===== src/rtl/eca_pkg.sv =====
// Shared types and constants for the elementary cellular automaton engine.
package eca_pkg;

  localparam int RULE_W            = 8;
  localparam int BOUNDARY_PERIODIC = 0;
  localparam int BOUNDARY_ZERO     = 1;

  typedef enum logic {IDLE, RUN} state_t;

  // Truth-table order: bit 7 holds the result for pattern 000, bit 0 for 111.
  function automatic logic rule_bit(input logic [RULE_W-1:0] rule, input logic [2:0] v);
    return rule[3'd7 - v];
  endfunction

endpackage


===== src/rtl/eca_rule_engine_if.sv =====
// Control/data bundle between a requester and the rule engine.
interface eca_rule_engine_if import eca_pkg::*; #(
  parameter int CELLS  = 16,
  parameter int STEP_W = 8
);
  logic [RULE_W-1:0] rule;
  logic              load_valid;
  logic              load_ready;
  logic [CELLS-1:0]  load_data;
  logic              start;
  logic [STEP_W-1:0] steps;
  logic              abort;
  logic              busy;
  logic              done;
  logic              stable;
  logic [STEP_W-1:0] step_count;
  logic [CELLS-1:0]  cells_out;

  modport master (
    output rule, load_valid, load_data, start, steps, abort,
    input  load_ready, busy, done, stable, step_count, cells_out
  );

  modport slave (
    input  rule, load_valid, load_data, start, steps, abort,
    output load_ready, busy, done, stable, step_count, cells_out
  );
endinterface


===== src/rtl/eca_next_gen.sv =====
// Combinational next-generation lookup for every cell of the automaton.
module eca_next_gen import eca_pkg::*; #(
  parameter int CELLS    = 16,
  parameter int BOUNDARY = BOUNDARY_PERIODIC
) (
  input  logic [RULE_W-1:0] rule,
  input  logic [CELLS-1:0]  cur,
  output logic [CELLS-1:0]  next
);

  // Left neighbour is the higher index, right neighbour the lower index.
  for (genvar i = 0; i < CELLS; i++) begin : g_cell
    logic l, r;

    if (i == CELLS - 1) begin : g_l_edge
      assign l = (BOUNDARY == BOUNDARY_ZERO) ? 1'b0 : cur[0];
    end else begin : g_l_mid
      assign l = cur[i+1];
    end

    if (i == 0) begin : g_r_edge
      assign r = (BOUNDARY == BOUNDARY_ZERO) ? 1'b0 : cur[CELLS-1];
    end else begin : g_r_mid
      assign r = cur[i-1];
    end

    assign next[i] = rule_bit(rule, {l, cur[i], r});
  end

endmodule


===== src/rtl/eca_rule_engine.sv =====
// Elementary CA engine: load a generation, then step it once per clock under a latched rule.
module eca_rule_engine import eca_pkg::*; #(
  parameter int CELLS      = 16,
  parameter int STEP_W     = 8,
  parameter int BOUNDARY   = BOUNDARY_PERIODIC,
  parameter int EARLY_STOP = 0
) (
  input  logic clk,
  input  logic rst,
  eca_rule_engine_if.slave bus
);

  state_t            state;
  logic [RULE_W-1:0] rule_q;
  logic [STEP_W-1:0] steps_q;
  logic [STEP_W-1:0] cnt;
  logic [CELLS-1:0]  cells;
  logic [CELLS-1:0]  nxt;
  logic              done_q;
  logic              stable_q;

  logic [STEP_W:0]   cnt_p1;
  logic [STEP_W-1:0] cnt_inc;
  logic              last;
  logic              same;

  eca_next_gen #(.CELLS(CELLS), .BOUNDARY(BOUNDARY)) u_next (
    .rule (rule_q),
    .cur  (cells),
    .next (nxt)
  );

  // Extra bit keeps the completion compare exact even at the counter ceiling.
  assign cnt_p1  = {1'b0, cnt} + 1'b1;
  assign cnt_inc = (&cnt) ? cnt : cnt_p1[STEP_W-1:0];
  assign last    = (cnt_p1 == {1'b0, steps_q});
  assign same    = (nxt == cells);

  always_ff @(posedge clk or posedge rst) begin
    if (rst) begin
      state    <= IDLE;
      rule_q   <= '0;
      steps_q  <= '0;
      cnt      <= '0;
      cells    <= '0;
      done_q   <= 1'b0;
      stable_q <= 1'b0;
    end else begin
      done_q <= 1'b0;
      case (state)
        IDLE: begin
          if (bus.load_valid) begin
            cells    <= bus.load_data;
            stable_q <= 1'b0;
          end
          if (bus.start) begin
            rule_q   <= bus.rule;
            steps_q  <= bus.steps;
            cnt      <= '0;
            stable_q <= 1'b0;
            if (bus.steps == '0) done_q <= 1'b1;
            else                 state  <= RUN;
          end
        end
        RUN: begin
          // Abort wins over completion and freezes the generation and count.
          if (bus.abort) begin
            state <= IDLE;
          end else begin
            cells    <= nxt;
            cnt      <= cnt_inc;
            stable_q <= same;
            if (last || ((EARLY_STOP != 0) && same)) begin
              state  <= IDLE;
              done_q <= 1'b1;
            end
          end
        end
        default: state <= IDLE;
      endcase
    end
  end

  assign bus.load_ready = (state == IDLE);
  assign bus.busy       = (state == RUN);
  assign bus.done       = done_q;
  assign bus.stable     = stable_q;
  assign bus.step_count = cnt;
  assign bus.cells_out  = cells;

endmodule


===== src/flat_wrapper.sv =====
// flat-port wrapper written by rule: the top's interface ports become plain ports
module eca_rule_engine_flat import eca_pkg::*;
#(
  parameter int CELLS      = 16,
  parameter int STEP_W     = 8,
  parameter int BOUNDARY   = BOUNDARY_PERIODIC,
  parameter int EARLY_STOP = 0
)
  (clk, rst, bus_rule, bus_load_valid, bus_load_data, bus_start, bus_steps, bus_abort, bus_load_ready, bus_busy, bus_done, bus_stable, bus_step_count, bus_cells_out);
  eca_rule_engine_if #(.CELLS(CELLS), .STEP_W(STEP_W)) bus_i ();
  input  logic clk;
  input  logic rst;
  input wire logic [$bits(bus_i.rule)-1:0] bus_rule;
  input wire logic [$bits(bus_i.load_valid)-1:0] bus_load_valid;
  input wire logic [$bits(bus_i.load_data)-1:0] bus_load_data;
  input wire logic [$bits(bus_i.start)-1:0] bus_start;
  input wire logic [$bits(bus_i.steps)-1:0] bus_steps;
  input wire logic [$bits(bus_i.abort)-1:0] bus_abort;
  output wire logic [$bits(bus_i.load_ready)-1:0] bus_load_ready;
  output wire logic [$bits(bus_i.busy)-1:0] bus_busy;
  output wire logic [$bits(bus_i.done)-1:0] bus_done;
  output wire logic [$bits(bus_i.stable)-1:0] bus_stable;
  output wire logic [$bits(bus_i.step_count)-1:0] bus_step_count;
  output wire logic [$bits(bus_i.cells_out)-1:0] bus_cells_out;
  assign bus_i.rule = bus_rule;
  assign bus_i.load_valid = bus_load_valid;
  assign bus_i.load_data = bus_load_data;
  assign bus_i.start = bus_start;
  assign bus_i.steps = bus_steps;
  assign bus_i.abort = bus_abort;
  assign bus_load_ready = bus_i.load_ready;
  assign bus_busy = bus_i.busy;
  assign bus_done = bus_i.done;
  assign bus_stable = bus_i.stable;
  assign bus_step_count = bus_i.step_count;
  assign bus_cells_out = bus_i.cells_out;
  eca_rule_engine #(.CELLS(CELLS), .STEP_W(STEP_W), .BOUNDARY(BOUNDARY), .EARLY_STOP(EARLY_STOP)) u_core (.clk(clk), .rst(rst), .bus(bus_i));
endmodule

===== config.mk =====
export PLATFORM = sky130hd
export DESIGN_NAME = eca_rule_engine_flat
export DESIGN_NICKNAME = d
export VERILOG_FILES = /design/src/rtl/eca_pkg.sv /design/src/rtl/eca_rule_engine_if.sv /design/src/rtl/eca_next_gen.sv /design/src/rtl/eca_rule_engine.sv /design/src/flat_wrapper.sv
export SDC_FILE = /design/constraint.sdc
export NUM_CORES = 1
export LEC_CHECK = 0
export CAP_MARGIN = 15
export CORE_ASPECT_RATIO = 0.7
export CORE_MARGIN = 4
export CORE_UTILIZATION = 48
export DETAILED_ROUTE_END_ITERATION = 10
export GPL_TIMING_DRIVEN = 0
export PLACE_DENSITY_LB_ADDON = 0.05
export SYNTH_ARGS = -nofsm -noshare
export SYNTH_HDL_FRONTEND = slang
export SYNTH_SLANG_ARGS = --single-unit

===== constraint.sdc =====
create_clock -name clk -period 2.1 [get_ports clk]
set_input_delay 0.42 -clock clk [delete_from_list [all_inputs] [get_ports clk]]
set_output_delay 0.42 -clock clk [all_outputs]
set_load 0.1 [all_outputs]

## Yosys cells after proc, flatten, opt, wreduce, memory -nomap -nowiden

Cells that the tools add are included.

| operators by class | value |
|---|---|
| $add $sub $neg | 17 |
| $lt $le $gt $ge | 16 |
| eq/ne operators | 7 |
| multiplexer cells | 53 |
| bitwise operators | 1 |
| reductions and logical operators | 6 |

Operator list:

| cell | count |
|---|---|
| $lt 3x4->1 const B | 16 |
| $bmux 1 s3 | 16 |
| $sub 3x3->3 const A | 16 |
| $mux 16 | 2 |
| $pmux 16 s2 | 1 |
| $mux 1 | 27 |
| $mux 8 | 3 |
| $eq 16x16->1 | 1 |
| $pmux 8 s2 | 1 |
| $add 8x1->9 const B | 1 |
| $eq 9x8->1 | 1 |
| $logic_not 8->1 | 1 |
| $ne 2x2->1 const B | 4 |
| $reduce_and 8->1 | 1 |
| $pmux 1 s2 | 3 |
| $reduce_and 2->1 | 3 |
| $ne 3x3->1 const B | 1 |
| $reduce_and 3->1 | 1 |
| $not 1->1 | 1 |

| storage, ports and cells | value |
|---|---|
| bits in registers | 43 |
| input bits | 37 |
| output and inout bits | 28 |
| logic and storage cells | 107 |

## Longest topological paths before layout

Gate-level depths: netlist of run 1.

| logic depth | value |
|---|---|
| depth in word-level cells | 6 |
| mapped depth | 8 |
| depth with buffers taken out | 7 |

## Modules after synthesis

From an unflattened synthesis of run 1, not the netlist that was laid out.

| second synthesis, totals | value |
|---|---|
| cell total of the unflattened synthesis | 401 |
| area, all modules | 3369.5 um^2 |

Modules (own cells, without submodules):

| module | times used | cells an instance | area an instance (um^2) | sequential area each (um^2) |
|---|---|---|---|---|
| eca_rule_engine | 1 | 252 | 2311.0 | 1076.0 |
| eca_next_gen | 1 | 149 | 1058.5 | 0.0 |

## Worst setup path after synthesis of run 1

OpenSTA, ideal clock, no wires.

| timing | value |
|---|---|
| path type | register to register |
| start point | register u_core.state (netlist: u_core.bus.busy) |
| end point | register u_core.done_q (netlist: u_core.bus.done) |
| setup time | 0.138 ns |
| arrival time | 2.738 ns |
| required time | 1.962 ns |
| path slack | -0.776 ns |
| cell stages (with the launch flop) | 6 |
| path buffers | 2 |
| path through | dfrtp_1 -> clkbuf_1 -> clkinv_1 -> nand2_1 -> clkbuf_1 -> o22ai_1 |

| between the ends | value |
|---|---|
| longest elaborated chain between the ends | 2 |

RTL lines:

| what | line | source |
|---|---|---|
| from (decl) | eca_rule_engine.sv:13 | `state_t state;` |
| from (signal assigned) | eca_rule_engine.sv:41 | `state <= IDLE;` |
| from (signal assigned) | eca_rule_engine.sv:62 | `else state <= RUN;` |
| from (signal assigned) | eca_rule_engine.sv:68 | `state <= IDLE;` |
| $not 1->1 (no source line) | - |  |
| via bus_load_ready | flat_wrapper.sv:19 | `output wire logic [$bits(bus_i.load_ready)-1:0] bus_load_ready;` |
| $pmux 1 s2 | eca_rule_engine.sv:50 | `case (state)` |
| to (signal assigned) | eca_rule_engine.sv:46 | `done_q <= 1'b0;` |
| to (signal assigned) | eca_rule_engine.sv:49 | `done_q <= 1'b0;` |
| to (signal assigned) | eca_rule_engine.sv:61 | `if (bus.steps == '0) done_q <= 1'b1;` |
| to (decl) | eca_rule_engine.sv:19 | `logic done_q;` |

The timed path passes the listed nets, and every way through them passes these cells.
A chain may end at the register's enable or synchronous reset.

## Worst setup path after layout of run 1

| timing | value |
|---|---|
| start point | register u_core.rule_q[0] |
| end point | register u_core.stable_q (netlist: u_core.bus.stable) |

| between the ends | value |
|---|---|
| longest elaborated chain between the ends | 5 |
| elaborated cells between the ends (all ways) | 35 |

RTL lines:

| what | line | source |
|---|---|---|
| from (decl) | eca_rule_engine.sv:14 | `logic [RULE_W-1:0] rule_q;` |
| from (signal assigned) | eca_rule_engine.sv:57 | `rule_q <= bus.rule;` |
| $bmux 1 s3 | eca_pkg.sv:12 | `return rule[3'd7 - v];` |
| $mux 1 (not written as such) | eca_pkg.sv:12 |  |
| $eq 16x16->1 * | eca_rule_engine.sv:37 | `assign same = (nxt == cells);` |
| $mux 1 * | eca_rule_engine.sv:67 | `if (bus.abort) begin` |
| $pmux 1 s2 * | eca_rule_engine.sv:50 |  |
| to (signal assigned) | eca_rule_engine.sv:72 | `stable_q <= same;` |
| to (decl) | eca_rule_engine.sv:20 | `logic stable_q;` |

Mark *: on every way between the ends. The rest lies on a longest branch, timed or not. The select of a mux whose other input is x is not followed.

==> results.ini, run 1 <==
[sta]
hold_viol = 0
setup_tns_ns = -0.0897
setup_violations = 1
setup_slack_ns = -0.0897
drv_slew = 0
fin_crit_sh_pct = 104
whs_ns = 0.370
slew_headroom_pct = 36.0
clock.fmax_ghz = 0.457
worst_pin_slew_ns = 0.964
rsz0062_at_grt = yes
skew_ns = 0.00938
min_period_ns = 2.19

[place]
gp_congestion = 0.978
dp_hpwl_um = 8870
io_buffer_count = 62

[yosys]
syn_area_um2 = 3460
synth_fp_nets = 434
synthFlopType = dfrtp_1
synth_cell_type_count = 56
avgSynthCellArea_um2 = 8.74
ys.warnings.count = 0
synth-edff-count = 0
synth_cells = 396
async_flop_share_pct = 100
ys_seq_area_share_pct = 31.1
synth_seq_cells = 43

[finish]
final_layout_size_suffix_gt1_share_pct = 22.8
diodes = 0
syn_to_final_growth_pct = 30.1
final_common_cell = nand2_1
nets = 506
fill_cells = 580
layout_common_cells = nand2_1, clkdlybuf4s50_1, o21ai_0

[global_route]
overflow = 0
grt_pass1_vias = 3257
grt_max_degree = 35
grt.total_usage_pct = 28.4
grt_pass1_wl_um = 18600
antenna_found_initial = 0

[detailed_routing]
dr.pass1.iters = 5
vias_per_cell = 6.36
drc = 0
ant_nets = 0
routed-via-count = 3583
routedWlPerCell_um = 21.2
drt_iter0_drc = 403
wl_um = 11900

[worst_setup_path]
critPathKind = register to register
startpoint_type = register
r2r_start = u_core.rule_q[0]$_DFFE_PP0P_
rr_worst_depth = 7
critPathMaxFanout = 10
reg2reg_setup_slack_ns = -0.09
worst_ep_required_time_ns = 2.31
worst_r2r_endpoint = u_core.bus.stable$_DFFE_PP0P_
arrival_ns = 2.40
setup.worst_path.end_class = register

[clock_tree]
cts_root_buffer = clkbuf_8
cts_sinks = 43
cts_max_path_buffers = 2
cts_tree = done
cts_buffers = 5
clock_latency_ns = 0.31
cts-htree-levels = 2
clkTransAtPathRegs_ns = 0.10

[min_path]
hp-class = primary input to asynchronous set/reset pin

[die]
rows = 25
die-width_um = 109
core_um2 = 6880
fp.dieArea_um2 = 8650
io_pins = 65
start_util_pct = 50.3
die_y_um = 79.0

[power_and_ir_drop]
p_total_mw = 6.79
peakVddDrop_uv = 1140
power_density_nw_per_um2 = 1510
leakagePower_nw = 1.84

[run]
maxCapViolations = 0

[run_status]
violations = negative setup slack
status = finished with violations

-- worst max path at each step --
stage / startpoint / end / slack (ns) / cells after the start
global placement: rst / u_core.bus.cells_out[8]$_DFFE_PP0P_ / -0.51 / 2
CTS: u_core.bus.cells_out[0]$_DFFE_PP0P_ / u_core.bus.stable$_DFFE_PP0P_ / -0.06 / 6
finish: u_core.rule_q[0]$_DFFE_PP0P_ / u_core.bus.stable$_DFFE_PP0P_ / -0.09 / 7
detailed placement: u_core.bus.busy$_DFF_PP0_ / bus_load_ready / -0.34 / 3
floorplan: u_core.bus.cells_out[4]$_DFFE_PP0P_ / u_core.bus.stable$_DFFE_PP0P_ / -0.01 / 6
global route: u_core.bus.cells_out[0]$_DFFE_PP0P_ / u_core.bus.stable$_DFFE_PP0P_ / -0.11 / 6
-- critical path, stage by stage (launching register included) --
cell and delay, ns:
dfrtp_2 0.48, buf_4 0.24, a21boi_0 0.17, a32oi_1 0.27
o311ai_2 0.20, xnor2_2 0.25, nand4_1 0.23, o41ai_2 0.25
-- registers in the layout, summed over array words and instances, names as in the netlist --
register and cells:
u_core.bus.step_count 8, u_core.steps_q 8, u_core.rule_q 8, u_core.bus.cells_out 16, u_core.bus.done 1, u_core.bus.stable 1
u_core.bus.busy 1
-- final cells by class --
class	instances	area [um^2]	area share, %
multi-input cells	298	2230	49.5
plain buffers	36	200	4.45
clock buffers	5	68.8	1.53
repair buffers	65	621	13.8
flip-flops and latches	43	1150	25.5
clock inverters	3	46.3	1.03
inverters	19	72.6	1.61
well taps	94	118	2.61
-- repair_timing --
| action | CTS | global route |
|---|---|---|
| resized for setup | 49 | 11 |
| endpoints found under the setup margin | 29 | 4 |
| buffers inserted | 0 | 2 |
| pin swaps | 5 | 5 |
| hold buffers | 0 | 0 |
-- Yosys cell counts (4+ instances only) --
library cell | n | area, um^2
a211oi_1 | 12 | 90.1
dfrtp_1 | 43 | 1080
nand3_1 | 9 | 45.0
xor2_1 | 8 | 70.1
xnor2_1 | 10 | 87.6
mux2i_1 | 9 | 90.1
nor2b_1 | 11 | 68.8
o221ai_1 | 5 | 43.8
inv_1 | 16 | 60.1
nand2_1 | 74 | 278
o2111ai_1 | 5 | 43.8
nor3_1 | 5 | 25.0
nor4_1 | 4 | 25.0
a21oi_1 | 17 | 85.1
nor2_1 | 19 | 71.3
o21ai_0 | 29 | 145
nand2b_1 | 8 | 50.1
a31oi_1 | 5 | 31.3
mux4_2 | 18 | 405
clkbuf_1 | 20 | 75.1
buf_2 | 14 | 70.1
-- logic make-up after synthesis --
| kind of cell | share of synthesized area [%] |
|---|---|
| buffers and inverters | 6.87 |
| AO/OA/AOI/OAI | 20.6 |
| multiplexers | 16.8 |
| flip-flops | 31.1 |
| XOR/XNOR | 5.03 |
| adder cells (fa/ha/maj) | 0.361 |
| AND/OR/NAND/NOR | 19.3 |
-- where the power goes --
group | switching [mW] | internal [mW]
clock | 0.333 | 0.359
sequential | 0.343 | 1.14
combinational | 2.98 | 1.64
total | 3.66 | 3.13
-- through the flow --
step,utilization [%],setup slack [ns],instances,area [um^2]
floorplan,-,-0.0109,396,3570
global placement,62.6,-0.507,552,4310
detailed placement,62.9,-0.344,553,4330
CTS,64.6,-0.0628,561,4450
global route,65.4,-0.105,563,4500
finish,65.4,-0.0897,563,4500
-- routing by layer --
| metal | up-vias | track usage (%) | routed length [um] |
|---|---|---|---|
| met1 | 1699 | 45.9 | 5310 |
| met5 | - | 0 | 0 |
| li1 | 1587 | - | - |
| met2 | 276 | 38.9 | 4890 |
| met4 | 0 | 3.61 | 129 |
| met3 | 21 | 7.23 | 1620 |
Note: power is estimated with default switching activity, not from simulation.
==> run 2: changes to the inputs <==
--- a/config.mk
+++ b/config.mk
@@ -8,7 +8,7 @@
 export CAP_MARGIN = 15
 export CORE_ASPECT_RATIO = 0.7
 export CORE_MARGIN = 4
-export CORE_UTILIZATION = 48
+export CORE_UTILIZATION = 40
 export DETAILED_ROUTE_END_ITERATION = 10
 export GPL_TIMING_DRIVEN = 0
 export PLACE_DENSITY_LB_ADDON = 0.05
==> run 2 against run 1 <==
  * The flow still finishes with violations (negative setup slack)
  * Clock skew decreased by 0.0057 ns
  * Sequential power is essentially flat
  * Core utilization shrank 10 points
  * Critical path depth unchanged
  * Clock-buffer cell count rose by 1
  * Setup slack better by 0.037 ns
  * Register-to-register slack gained 0.04 ns
  * Die area grew 18%
  * Worst hold slack lost 0.061 ns
  * Design area rose by 3.5%
  * Final cell count up 4.8%
  * Routed wire length rose by 3.2%
==> results.ini, run 2 (same netlist as run 1, synthesis figures left out) <==
[worst_setup_path]
worst_r2r_endpoint = u_core.bus.stable$_DFFE_PP0P_
r2r_start = u_core.bus.cells_out[1]$_DFFE_PP0P_
slowest_stage = or4_4
arrival_ns = 2.33  ; -0.07 ns
setup.worst_path.end_class = register
reg2reg_setup_slack_ns = -0.05  ; +0.04 ns
rr_worst_depth = 7  ; unchanged
critPathKind = register to register
crit_family = simple AND/OR/NAND/NOR gates
startpoint_type = register
critPathMaxFanout = 9  ; -1
worst-path-buf-inv = 2  ; +1
max_stage_delay_ns = 0.54  ; +0.06 ns
worst_ep_required_time_ns = 2.28  ; -0.03 ns
cp_cell_sequence = buf_4 > inv_1 > o211a_1 > or4_4 > xnor2_2 > nand4_1 > o41ai_2

[global_route]
grt_use_met1_pct = 40.0  ; -5.9 points
grt_pass1_vias = 3255  ; -0.061%
antenna_found_initial = 0  ; unchanged
grt.total_usage_pct = 24.2  ; -4.2 points
met3_usage_pct = 7.05  ; -0.18 points
grt_pass1_wl_um = 19100  ; +2.5%
grt_use_met2_pct = 30.7  ; -8.2 points
grt_max_degree = 41  ; +17%
overflow = 0  ; unchanged
busiest_layer = met1

[place]
post-place-ws_ns = -0.333  ; +0.0116 ns
gp_congestion = 0.930  ; -5.0%
dp.cells = 579  ; +4.7%
io_buffer_count = 62  ; unchanged
dp_hpwl_um = 8970  ; +1.2%
place_area_um2 = 4360  ; +0.75%

[die]
rows = 28  ; +12%
core_um2 = 8440  ; +23%
fp.dieArea_um2 = 10200  ; +18%
start_util_pct = 41.0  ; -9.3 points
die_y_um = 85.8  ; +8.6%
io_pins = 65  ; unchanged
die-width_um = 119  ; +8.8%

[finish]
final_layout_size_suffix_gt1_share_pct = 24.9  ; +2.1 points
stdcell_count = 590  ; +4.8%
diodes = 0  ; unchanged
final_common_cell = nand2_1
syn_to_final_growth_pct = 34.7
largest_register_ff_count = 16  ; unchanged
stdcell_area_um2 = 4660  ; +3.5%
layout_common_cells = nand2_1, clkdlybuf4s50_1, o21ai_0, dlygate4sd2_1, mux4_2
fill_cells = 816  ; +41%
nets = 507  ; +0.20%
final_util_pct = 55.2  ; -10 points

[clock_tree]
cts_buffers = 5  ; unchanged
cts-htree-levels = 2  ; unchanged
cts_max_path_buffers = 2  ; unchanged
cts_tree = done
cts_sinks = 43  ; unchanged
cts_root_buffer = clkbuf_16
clock_latency_ns = 0.29  ; -0.02 ns
clkTransAtPathRegs_ns = 0.06  ; -0.04 ns
holdBufCountCts = 0  ; unchanged

[sta]
setup_slack_ns = -0.0527  ; +0.0370 ns
min_period_ns = 2.15  ; -0.0370 ns
hold_viol = 0  ; unchanged
drv_slew = 0  ; unchanged
clock.fmax_ghz = 0.465  ; +1.7%
skew_ns = 0.00364  ; -0.00574 ns
setup_violations = 1  ; unchanged
fin_crit_sh_pct = 103  ; -1.8 points
rsz0062_at_grt = yes
worst_pin_slew_ns = 0.975  ; +0.0113 ns
slew_headroom_pct = 35.2  ; -0.74 points

[detailed_routing]
ant_nets = 0  ; unchanged
vias_per_cell = 5.78  ; -9.2%
routedWlPerCell_um = 20.9  ; -1.6%
drt_iter0_drc = 374  ; -7.2%
drc = 0  ; unchanged
dr.pass1.iters = 6  ; +1
wl_um = 12300  ; +3.2%
routed-via-count = 3409  ; -4.9%

[power_and_ir_drop]
peakVddDrop_uv = 1060  ; -7.1%
power_density_nw_per_um2 = 1510  ; +0.50%
leakagePower_nw = 1.88  ; +2.2%

[run]
maxCapViolations = 0  ; unchanged

[min_path]
hp-class = primary input to asynchronous set/reset pin

[run_status]
status = finished with violations
violations = negative setup slack

## run 2: worst max-delay path by stage
| stage | startpoint | to | slack [ns] | cells after the start |
|---|---|---|---|---|
| 2_1_floorplan | u_core.bus.cells_out[4]$_DFFE_PP0P_ | u_core.bus.stable$_DFFE_PP0P_ | -0.01 | 6 |
| 3_3_place_gp | rst | u_core.bus.cells_out[8]$_DFFE_PP0P_ | -0.59 | 2 |
| 3_5_place_dp | u_core.bus.busy$_DFF_PP0_ | bus_load_ready | -0.33 | 3 |
| 4_1_cts | u_core.rule_q[3]$_DFFE_PP0P_ | u_core.bus.stable$_DFFE_PP0P_ | -0.04 | 6 |
| 5_1_grt | u_core.bus.cells_out[1]$_DFFE_PP0P_ | u_core.bus.stable$_DFFE_PP0P_ | -0.10 | 7 |
| 6_report | u_core.bus.cells_out[1]$_DFFE_PP0P_ | u_core.bus.stable$_DFFE_PP0P_ | -0.05 | 7 |
## run 2: final cells by class
| cell class | count | area (um^2) | share of cell area (%) |
|---|---|---|---|
| inverter | 19 | 72.6 | 1.56 |
| tap | 120 | 150 | 3.22 |
| clock buffer | 6 | 129 | 2.76 |
| multi-input combinational | 298 | 2290 | 49.2 |
| timing repair buffer | 66 | 624 | 13.4 |
| sequential | 43 | 1150 | 24.6 |
| clock inverter | 2 | 12.5 | 0.268 |
| buffer | 36 | 230 | 4.94 |
## run 2: what timing repair did
item / 4_1_cts / 5_1_grt
pin swaps: 3 / 7
gates resized for setup: 55 / 30
buffers inserted: 1 / 2
setup endpoints to repair: 29 / 6
## run 2: per-stage QoR
stage	power, mW	TNS [ns]	hold slack [ns]
final	7.06	-0.0527	0.310
after global routing	7.42	-0.106	0.307
after CTS	6.79	-0.0390	0.313
after detailed placement	6.02	-1.94	0.493
after global placement	6.02	-21.03	0.485
after floorplan	4.89	-0.0177	0.465
## run 2: where the power goes
part	total (mW)	internal, mW	switching [mW]
Clock	0.778	0.439	0.338
Combinational	4.81	1.73	3.08
Sequential	1.47	1.14	0.333
Total	7.06	3.31	3.75
## run 2: routing by layer
layer | share of wire [%] | up-vias
met5 | 0 | -
met1 | 49 | 1624
met4 | 0.75 | 0
met3 | 12 | 10
met2 | 37 | 189
li1 | - | 1586
==> variant, RTL diff (settings of run 1) <==
`STEP_W` is set to 8 in 3 places; all go to 10.
--- a/src/rtl/eca_rule_engine_if.sv
+++ b/src/rtl/eca_rule_engine_if.sv
@@ -1,7 +1,7 @@
 // Control/data bundle between a requester and the rule engine.
 interface eca_rule_engine_if import eca_pkg::*; #(
   parameter int CELLS  = 16,
-  parameter int STEP_W = 8
+  parameter int STEP_W = 10
 );
   logic [RULE_W-1:0] rule;
   logic              load_valid;
--- a/src/rtl/eca_rule_engine.sv
+++ b/src/rtl/eca_rule_engine.sv
@@ -1,7 +1,7 @@
 // Elementary CA engine: load a generation, then step it once per clock under a latched rule.
 module eca_rule_engine import eca_pkg::*; #(
   parameter int CELLS      = 16,
-  parameter int STEP_W     = 8,
+  parameter int STEP_W     = 10,
   parameter int BOUNDARY   = BOUNDARY_PERIODIC,
   parameter int EARLY_STOP = 0
 ) (
--- a/src/flat_wrapper.sv
+++ b/src/flat_wrapper.sv
@@ -2,7 +2,7 @@
 module eca_rule_engine_flat import eca_pkg::*;
 #(
   parameter int CELLS      = 16,
-  parameter int STEP_W     = 8,
+  parameter int STEP_W     = 10,
   parameter int BOUNDARY   = BOUNDARY_PERIODIC,
   parameter int EARLY_STOP = 0
 )
Interface: changed (resized bus_step_count and bus_steps); port bits go from 65 to 69. No check against the original RTL was run, so the function may have changed too.
==> variant against run 1 <==
  * The run still ends with setup timing left
  * Maximum frequency rose by 3.5%
  * Cell area rose by 18%
  * Power rose by 4.0%
  * Worst setup slack improved by 75 ps
  * Clock skew fell by 0.60 ps
  * Area after synthesis rose by 15%
  * Sequential cell count rose by 4
  * Utilization rose by 1.3 points
  * Routed wire length rose by 8.1%
==> variant: results (changes against run 1) <==
clk_latency_ps: 300
ctsLongestPathBuffers: 2  # unchanged
cts_max_level: 2  # unchanged
synthArstFlopShare_pct: 100  # unchanged
wl_mm: 12.9  # +8.1%
clk_pin_slew_ps: 70  # -30 ps
seq_area_frac_synth_pct: 29.5  # -1.6 points
drt_iter0_drc: 454  # +13%
grt_pass1_wl_mm: 20.5  # +10%
synth_nets: 500  # +15%
pre_cts_ws_ps: -590  # -246 ps
ys_types: 62  # +11%
synth_warnings: 0  # unchanged
n_fill_cell: 683  # +18%
fin_nets: 593  # +17%
hold_path_class: "in -> async"
viasPerCell: 6.14  # -3.5%
cts-root-buf: "clkbuf_16"
power.density_mw_per_mm2: 1330  # -12%
gp_congestion: 0.963  # -1.6%
synthTopCellsByArea: "dfrtp_1, nand2_1, mux4_2, mux2i_1, o21ai_0"
cp_max_fo: 10  # unchanged
synth_common_cells: "nand2_1, dfrtp_1, o21ai_0, a21oi_1, mux2i_1"
setup_tns_ps: -14.8  # +74.9 ps
status: "complete, but fails checks"
fin_skew_ps: 8.78  # -0.603 ps
ir_worst_vdd_mv: 0.911  # -20%
antennaDiodeCount: 0  # unchanged
io_buffer_count: 68  # +9.7%
dp_hpwl_mm: 9.54  # +7.5%
setup_slack_ps: -14.8  # +74.9 ps
tightest_slew_ps: 976  # +12.4 ps
grt_pass1_vias: 3678  # +13%
firstDrtPassIters: 5  # unchanged
leakage_nw: 2.27  # +23%
arrival_ps: 2320  # -80 ps
violations: "setup timing"
largest_reg_flops: 16  # unchanged
grt_max_degree: 31  # -11%
drive_gt1_share_pct: 23.8  # +1.0 points
numCtsBuffers: 5  # unchanged
grt_antenna_before_repair: 0  # unchanged
grt_usage_pct: 26.8  # -1.6 points
setup_violations: 1  # unchanged
variant: critical path: stages (launching register included):
cell and delay [ps]:
dfrtp_1 470, buf_4 230, inv_1 110, mux4_2 510, a21oi_4 180, and3_4 200, nand3_2 70, o31ai_2 240
variant: final timing paths:
path,start,end,depth (start not counted)
worst min-delay path,rst,u_core.bus.cells_out[5]$_DFFE_PP0P_,2
worst min register to register,u_core.bus.stable$_DFFE_PP0P_,u_core.bus.stable$_DFFE_PP0P_,2
worst max register to register,u_core.rule_q[0]$_DFFE_PP0P_,u_core.bus.stable$_DFFE_PP0P_,7
worst max-delay path,u_core.rule_q[0]$_DFFE_PP0P_,u_core.bus.stable$_DFFE_PP0P_,7
min in group clk,u_core.bus.stable$_DFFE_PP0P_,u_core.bus.stable$_DFFE_PP0P_,2
max in group asynchronous,rst,u_core.bus.cells_out[8]$_DFFE_PP0P_,3
variant: kinds of logic (layout without fill, tap and decap cells):
logic type               count (synthesis)  in the layout  share of synthesized area (%)
AND/OR/NAND/NOR                        169            169                           20.0
AO/OA/AOI/OAI                          120            120                           20.2
XOR/XNOR                                22             22                           4.84
multiplexers                            43             43                           16.9
buffers and inverters                   58            152                           8.11
adder cells (fa/ha/maj)                  1              1                          0.314
flip-flops                              47             47                           29.5
variant: metal layers:
layer / global-route usage (%) / vias to the layer above / share of wire [%]
met5: 0 / - / 0
met4: 2.81 / 0 / 0.59
met3: 5.55 / 10 / 11
met2: 36.2 / 215 / 40
met1: 44.8 / 1925 / 48
li1: - / 1871 / -
variant: power by group:
group	leakage [nW]	total, mW	switching [mW]	internal (mW)
Combinational	1.63	4.78	2.92	1.86
Clock	0.0748	0.843	0.390	0.453
Sequential	0.558	1.43	0.261	1.17
Total	2.27	7.06	3.57	3.49
variant: layout make-up:
| class | count | area [sq um] | share of cell area [%] |
|---|---|---|---|
| multi-input cells | 355 | 2580 | 48.5 |
| well taps | 101 | 126 | 2.37 |
| flip-flops and latches | 47 | 1230 | 23.2 |
| repair buffers | 88 | 845 | 15.9 |
| plain buffers | 43 | 324 | 6.09 |
| inverters | 13 | 60.1 | 1.13 |
| clock buffers | 5 | 125 | 2.35 |
| clock inverters | 3 | 26.3 | 0.494 |
variant: per-stage QoR:
stage | hold slack (ps) | cell area [sq um] | util [%] | total power, mW | instances
after floorplan | 465 | 4050 | - | 4.73 | 460
after global routing | 508 | 5320 | 66.8 | 7.45 | 655
final | 454 | 5320 | 66.8 | 7.06 | 655
after detailed placement | 483 | 4880 | 61.2 | 5.73 | 630
after global placement | 469 | 4860 | 60.9 | 5.70 | 629
after CTS | 475 | 5110 | 64.1 | 6.68 | 641
variant: what timing repair did:
action	in CTS	in global routing
resized for setup	61	34
endpoints found under the setup margin	51	19
cloned	0	0
pin swaps	1	9
setup buffers	5	14
